File: src/rtl/simon_pkg.sv
// Shared types and helpers for the Simon Says game controller.
// Colour codes double as the sequence-memory data word.
package simon_pkg;

  typedef enum logic [1:0] {
    RED    = 2'd0,
    GREEN  = 2'd1,
    BLUE   = 2'd2,
    YELLOW = 2'd3
  } color_t;

  typedef enum logic [3:0] {
    IDLE, CLEAR, GEN_REQ, GEN_WAIT, SHOW_ON, SHOW_OFF, INPUT, CHK_WAIT, WIN, LOSE
  } game_state_t;

  localparam int MEM_DEPTH = 16;

  // x^8+x^6+x^5+x^4+1 as left-shift Fibonacci: feedback from b7,b5,b4,b3
  localparam logic [7:0] LFSR_TAPS = 8'hB8;

  function automatic logic [3:0] onehot(input logic [1:0] c);
    onehot = 4'b0001 << c;
  endfunction

  function automatic logic [7:0] lfsr_next(input logic [7:0] v);
    lfsr_next = {v[6:0], ^(v & LFSR_TAPS)};
  endfunction

endpackage

File: src/rtl/simon_lfsr.sv
// 8-bit colour-sequence LFSR; load wins over step so a replay can restart
// from the game seed in the same cycle the last colour is consumed.
module simon_lfsr
  import simon_pkg::*;
(
  input  logic       clk,
  input  logic       load,
  input  logic [7:0] seed,
  input  logic       step,
  output logic [7:0] value
);

  logic [7:0] value_q;

  always_ff @(posedge clk) begin
    if (load)      value_q <= seed;
    else if (step) value_q <= lfsr_next(value_q);
  end

  assign value = value_q;

endmodule

File: src/rtl/simon_game_ctrl.sv
// Simon Says game controller: fills the sequence memory from an LFSR, replays
// it on the LEDs, then pops and compares one entry per player press.
module simon_game_ctrl
  import simon_pkg::*;
#(
  parameter int unsigned DISPLAY_CYCLES = 25_000_000,
  parameter int unsigned GAP_CYCLES     = 12_500_000,
  parameter int unsigned TIMEOUT_CYCLES = 250_000_000,
  parameter int unsigned MAX_LEN        = 16
) (
  input  logic       clk,
  input  logic       reset,
  input  logic       start,
  input  logic [3:0] color_btn,
  output logic       mem_mode,
  output logic       mem_req,
  output logic       mem_clear,
  output logic [1:0] mem_wdata,
  input  logic [1:0] mem_rdata,
  input  logic       mem_ack,
  input  logic       fifo_full,
  input  logic       fifo_empty,
  output logic [3:0] led,
  output logic [4:0] round,
  output logic       busy,
  output logic       win,
  output logic       lose
);

  game_state_t state_q, state_d;
  logic [7:0]  seed_cnt_q, game_seed_q, game_seed_d;
  logic [4:0]  round_q, round_d, idx_q, idx_d;
  logic [31:0] timer_q, timer_d;
  logic [3:0]  btn_q, btn_d;
  color_t      exp_q, exp_d;
  logic        win_q, win_d, lose_q, lose_d;

  logic [3:0]  led_q, led_d;
  logic        mem_req_q, mem_req_d, mem_mode_q, mem_mode_d;
  logic        mem_clear_q, mem_clear_d, busy_q, busy_d;
  logic [1:0]  mem_wdata_q, mem_wdata_d;

  logic        lfsr_load, lfsr_step;
  logic [7:0]  lfsr_val;
  logic [1:0]  peek_col;

  simon_lfsr u_lfsr (
    .clk   (clk),
    .load  (lfsr_load),
    .seed  (game_seed_q),
    .step  (lfsr_step),
    .value (lfsr_val)
  );

  // Colour the LFSR will hold next cycle, so registered outputs line up with state
  assign peek_col = lfsr_load ? game_seed_q[1:0] :
                    lfsr_step ? {lfsr_val[0], ^(lfsr_val & LFSR_TAPS)} :
                                lfsr_val[1:0];

  always_ff @(posedge clk) begin
    if (reset) begin
      state_q     <= IDLE;
      seed_cnt_q  <= '0;
      game_seed_q <= 8'h01;
      round_q     <= '0;
      idx_q       <= '0;
      timer_q     <= '0;
      btn_q       <= '0;
      exp_q       <= RED;
      win_q       <= 1'b0;
      lose_q      <= 1'b0;
      led_q       <= '0;
      mem_req_q   <= 1'b0;
      mem_mode_q  <= 1'b0;
      mem_clear_q <= 1'b0;
      mem_wdata_q <= '0;
      busy_q      <= 1'b0;
    end else begin
      state_q     <= state_d;
      seed_cnt_q  <= seed_cnt_q + 8'd1;
      game_seed_q <= game_seed_d;
      round_q     <= round_d;
      idx_q       <= idx_d;
      timer_q     <= timer_d;
      btn_q       <= btn_d;
      exp_q       <= exp_d;
      win_q       <= win_d;
      lose_q      <= lose_d;
      led_q       <= led_d;
      mem_req_q   <= mem_req_d;
      mem_mode_q  <= mem_mode_d;
      mem_clear_q <= mem_clear_d;
      mem_wdata_q <= mem_wdata_d;
      busy_q      <= busy_d;
    end
  end

  always_comb begin
    state_d     = state_q;
    game_seed_d = game_seed_q;
    round_d     = round_q;
    idx_d       = idx_q;
    btn_d       = btn_q;
    exp_d       = exp_q;
    win_d       = win_q;
    lose_d      = lose_q;
    lfsr_load   = 1'b0;
    lfsr_step   = 1'b0;
    timer_d     = timer_q + 32'd1;
    unique case (state_q)
      IDLE, WIN, LOSE: begin
        if (start) begin
          game_seed_d = (seed_cnt_q == 8'h00) ? 8'h01 : seed_cnt_q;
          round_d     = 5'd1;
          win_d       = 1'b0;
          lose_d      = 1'b0;
          state_d     = CLEAR;
        end
      end
      CLEAR: begin
        lfsr_load = 1'b1;
        idx_d     = '0;
        state_d   = GEN_REQ;
      end
      GEN_REQ: state_d = GEN_WAIT;
      GEN_WAIT: begin
        if (mem_ack) begin
          lfsr_step = 1'b1;
          idx_d     = idx_q + 5'd1;
          if (idx_q + 5'd1 == round_q) begin
            lfsr_load = 1'b1;
            idx_d     = '0;
            state_d   = SHOW_ON;
          end else begin
            state_d   = GEN_REQ;
          end
        end
      end
      SHOW_ON: begin
        if (timer_q == 32'(DISPLAY_CYCLES - 1)) begin
          lfsr_step = 1'b1;
          idx_d     = idx_q + 5'd1;
          state_d   = SHOW_OFF;
        end
      end
      SHOW_OFF: begin
        if (timer_q == 32'(GAP_CYCLES - 1))
          state_d = (idx_q == round_q) ? INPUT : SHOW_ON;
      end
      INPUT: begin
        if (color_btn != 4'b0000) begin
          btn_d   = color_btn;
          exp_d   = color_t'(mem_rdata);
          state_d = CHK_WAIT;
        end else if (timer_q == 32'(TIMEOUT_CYCLES - 1)) begin
          lose_d  = 1'b1;
          state_d = LOSE;
        end
      end
      CHK_WAIT: begin
        // a multi-bit press can never equal a one-hot colour, so it loses here
        if (mem_ack) begin
          if (btn_q != onehot(exp_q)) begin
            lose_d  = 1'b1;
            state_d = LOSE;
          end else if (!fifo_empty) begin
            state_d = INPUT;
          end else if (round_q == 5'(MAX_LEN)) begin
            win_d   = 1'b1;
            state_d = WIN;
          end else begin
            round_d = round_q + 5'd1;
            state_d = CLEAR;
          end
        end
      end
      default: state_d = IDLE;
    endcase
    if (state_d != state_q) timer_d = '0;
  end

  // Outputs are decoded from the next state and registered, so they change
  // on the same edge as the state they belong to.
  always_comb begin
    led_d       = 4'b0000;
    if (state_d == SHOW_ON)  led_d = onehot(peek_col);
    else if (state_d == WIN) led_d = 4'b1111;
    mem_mode_d  = (state_d inside {GEN_REQ, GEN_WAIT});
    mem_req_d   = (state_d == GEN_REQ && !fifo_full) ||
                  (state_q == INPUT && state_d == CHK_WAIT && !fifo_empty);
    mem_clear_d = (state_d == CLEAR);
    mem_wdata_d = (state_d == GEN_REQ) ? peek_col : mem_wdata_q;
    busy_d      = !(state_d inside {IDLE, WIN, LOSE});
  end

  assign led       = led_q;
  assign mem_req   = mem_req_q;
  assign mem_mode  = mem_mode_q;
  assign mem_clear = mem_clear_q;
  assign mem_wdata = mem_wdata_q;
  assign round     = round_q;
  assign busy      = busy_q;
  assign win       = win_q;
  assign lose      = lose_q;

endmodule

File: config.mk
export PLATFORM = sky130hd
export DESIGN_NAME = simon_game_ctrl
export DESIGN_NICKNAME = d
export VERILOG_FILES = /design/src/rtl/simon_pkg.sv /design/src/rtl/simon_lfsr.sv /design/src/rtl/simon_game_ctrl.sv
export SDC_FILE = /design/constraint.sdc
export NUM_CORES = 1
export LEC_CHECK = 0
export BUFFER_PORTS_ARGS = -buffer_cell sky130_fd_sc_hd__buf_2
export CAP_MARGIN = 20
export CORE_ASPECT_RATIO = 1.2
export CORE_UTILIZATION = 65
export DETAILED_ROUTE_END_ITERATION = 10
export MAX_ROUTING_LAYER = met4
export PLACE_DENSITY = 0.85
export SLEW_MARGIN = 10
export SYNTH_ARGS = -nofsm -noshare
export SYNTH_HDL_FRONTEND = slang
export SYNTH_SLANG_ARGS = --single-unit
File: constraint.sdc
create_clock -name clk -period 4.8 [get_ports clk]
set_input_delay 0.24 -clock clk [delete_from_list [all_inputs] [get_ports clk]]
set_output_delay 0.24 -clock clk [all_outputs]
set_load 0.1 [all_outputs]
==> flow_summary.yaml <==
synth:
  ys_warn_count: 0
  synth_area_leader_cell: "dfxtp_1"
  yosysSeqAreaShare_pct: 41.24
  syn_area_um2: 4466
  synth-edff-count: 8
  synth.top_cell.area_share_pct: 35.86
  ys_ff_latch: 88
  synth_commonest_cells: "80 x dfxtp_1, 78 x nor2_1, 42 x nand2_1, 28 x xor2_1"
  ys_types: 70
  synth.avg_cell_area_um2: 8.843
  ys_async_sr_fraction_pct: 0
  synth_fp_nets: 523
  synthCells: 505
  synth_most_common_cell: "dfxtp_1"
  ys.flop_type: "dfxtp_1"
  synthTopCellsByArea: "dfxtp_1 36%, nor2_1 6.6%, xor2_1 5.5%, edfxtp_1 5.4%, xnor2_1 4.1%"
global_routing:
  antenna_found_initial: 0
  grt_max_degree: 46
  grt_pass1_wl_mm: 16.62
  globalRoute.totalOverflow: 0
  grt_usage_pct: 30.06
  grt_pass1_vias: 3641
clocking:
  htree_levels: 3
  cts_resized: 0
  clockBufferDepth: 2
  cts-root-buf: "clkbuf_8"
  cts_made_buffers: 9
  cts_tree: "done"
  postCtsSetupBuffers: 0
  clock_latency_ns: 0.35
  clk_pin_slew_ns: 0.08
  ctsHoldBuffers: 0
  cts_sinks: 88
setup_path:
  start_kind: "flip-flop"
  endpoint_kind: "flip-flop"
  worstPathMaxFanout: 13
  r2r-start: "idx_q[0]"
  worstPathRequired_ns: 5.07
  r2r_slack_ns: 1.84
  r2r-end: "led[0]"
  reg2reg_depth: 8
  cp.arrival_ns: 3.22
  cp-startpoint: "idx_q[0]"
  crit_type: "flip-flop to flip-flop"
  cp-endpoint: "led[0]"
timing:
  period_needed_ns: 2.959
  relSlewSlack_pct: 48.36
  tightest_slew_ns: 0.7746
  rsz0062_at_grt: "false"
  period_share_pct: 61.64
  fin_tns_setup_ns: 0
  finClkSkew_ns: 0.007811
  clock.fmax_mhz: 338.0
  setup_viol: 0
  hold_viol: 0
  slew_violations: 0
  whs_ns: 0.1151
die:
  io_pins: 29
  die_h_um: 92.80
  fp.dieArea_um2: 7207
  core_um2: 6526
  rows: 32
  start_util_pct: 68.42
  dieWidth_um: 77.67
outcome:
  status: "finished, final reports clean"
detailed_routing:
  drtIter0Drc: 247
  dr.pass1.iters: 7
  drtAntennaViolNets: 0
  drt-vias-per-instance: 6.143
  drc_errors: 0
  post_drt_wl_per_cell_um: 15.99
  vias: 3778
  routed_wl_mm: 9.831
power_and_ir_drop:
  switchingPower_mw: 0.5652
  power_frac_clock_pct: 28.9
  cellPowerDensity_nw_per_um2: 357.9
  combPwrFrac_pct: 23.2
  p_seq_share_pct: 47.8
  leakagePower_nw: 1.779
  vdd_ir_drop_max_mv: 0.2016
  p_int_mw: 1.159
  p_sw_share_pct: 32.79
placement:
  dp_hpwl_mm: 7.110
  postPlaceCellArea_um2: 4629
  place.gp.congestion: 0.9636
  numPlacedInstances: 600
  port_buffers: 28
final_layout:
  final_core_util_pct: 73.79
  diodes: 0
  synthToLayoutAreaGrowth_pct: 7.845
  final_cells: 615
  nFillCells: 498
  fin_area_um2: 4816
  finalNetCount: 544
  final_layout_size_suffix_gt1_share_pct: 11.89
worst_hold_path:
  min_delay_path_depth: 3
  min_path_type: "primary input to flip-flop"
job:
  drv_cap: 0
-- worst max-delay path, cell delays in order, from the launching register on --
cell and delay, ns:
dfxtp_1 0.46, ha_1 0.31, nand4b_1 0.15, a211oi_2 0.31, o311ai_4 0.21, o21bai_2 0.54, a222oi_1 0.28, or3_1 0.39
o31ai_1 0.22
-- cells by family (layout without fill, tap and decap cells) --
logic type	Yosys count	count (layout)	synth area share [%]
DFF	88	88	41.24
muxes	14	14	3.306
adders and majority gates	6	6	1.681
buffers and inverters	35	60	3.446
AOI/OAI and AO/OA	65	65	11.24
xor gates and xnor gates	49	49	9.611
and+or+nand+nor	248	248	29.48
-- layout by cell type, fill, tap and decap left out, types with 5 or more instances in the layout --
cell type  instances
and4_1             8
and3_1             9
xnor2_1           21
ha_1               6
a21oi_1           13
nor2_1            78
xor2_1            28
edfxtp_1           8
nand2_1           42
nor2b_1            7
nor3_1            18
buf_2             28
nand4_1           16
dfxtp_1           80
inv_1             14
mux2i_1            8
nor4_1             7
nand2b_1           5
clkbuf_8          10
nand3_1           21
mux2_2             6
a22oi_1            8
-- cell type report --
| class | count | area, µm² | area share [%] |
|---|---|---|---|
| inverters | 15 | 56.30 | 1.169 |
| flip-flops and latches | 88 | 1842 | 38.24 |
| repair buffers | 30 | 155.1 | 3.222 |
| clock buffers | 12 | 145.1 | 3.014 |
| clock inverters | 3 | 41.29 | 0.8574 |
| multi-input cells | 382 | 2470 | 51.29 |
| well taps | 85 | 106.4 | 2.208 |
-- worst min path at each step --
stage | start | end | slack (ns)
5_1_grt | mem_rdata[1] | exp_q[1] | 0.11
3_5_place_dp | game_seed_q[3] | game_seed_q[3] | 0.45
6_report | mem_rdata[0] | exp_q[0] | 0.12
2_1_floorplan | mem_rdata[0] | exp_q[0] | 0.38
3_3_place_gp | seed_cnt_q[0] | seed_cnt_q[0] | 0.44
4_1_cts | mem_rdata[0] | exp_q[0] | 0.10
-- state kept, by name, summed over array words and instances (netlist names) --
register      count
mem_req           1
lose              1
btn_q             4
game_seed_q       8
mem_clear         1
u_lfsr.value      8
state_q           4
win               1
idx_q             5
exp_q             2
timer_q          32
led               4
mem_mode          1
seed_cnt_q        8
mem_wdata         2
busy              1
round             5
-- metal layers --
| metal | track usage (%) | wire, µm | up-vias |
|---|---|---|---|
| li1 | - | - | 1855 |
| met1 | 33.40 | 4032 | 1770 |
| met2 | 51.03 | 5058 | 123 |
| met3 | 5.025 | 407 | 30 |
| met4 | 16.82 | 331 | 0 |
| met5 | - | 0 | - |
-- power groups by stage --
| stage | clock [mW] | combinational (mW) | sequential (mW) |
|---|---|---|---|
| floorplan | 0 | 0.238 | 0.923 |
| global placement | 0 | 0.391 | 0.838 |
| detailed placement | 0 | 0.398 | 0.841 |
| CTS | 0.507 | 0.400 | 0.823 |
| global route | 0.543 | 0.427 | 0.830 |
| finish | 0.499 | 0.400 | 0.824 |
-- metrics by stage --
stage	power [mW]	setup WS, ns
floorplan	1.161	1.957
global placement	1.228	2.073
detailed placement	1.239	1.903
CTS	1.730	1.889
global route	1.801	1.609
finish	1.724	1.841
No activity file was read; power rests on OpenSTA's default activity.
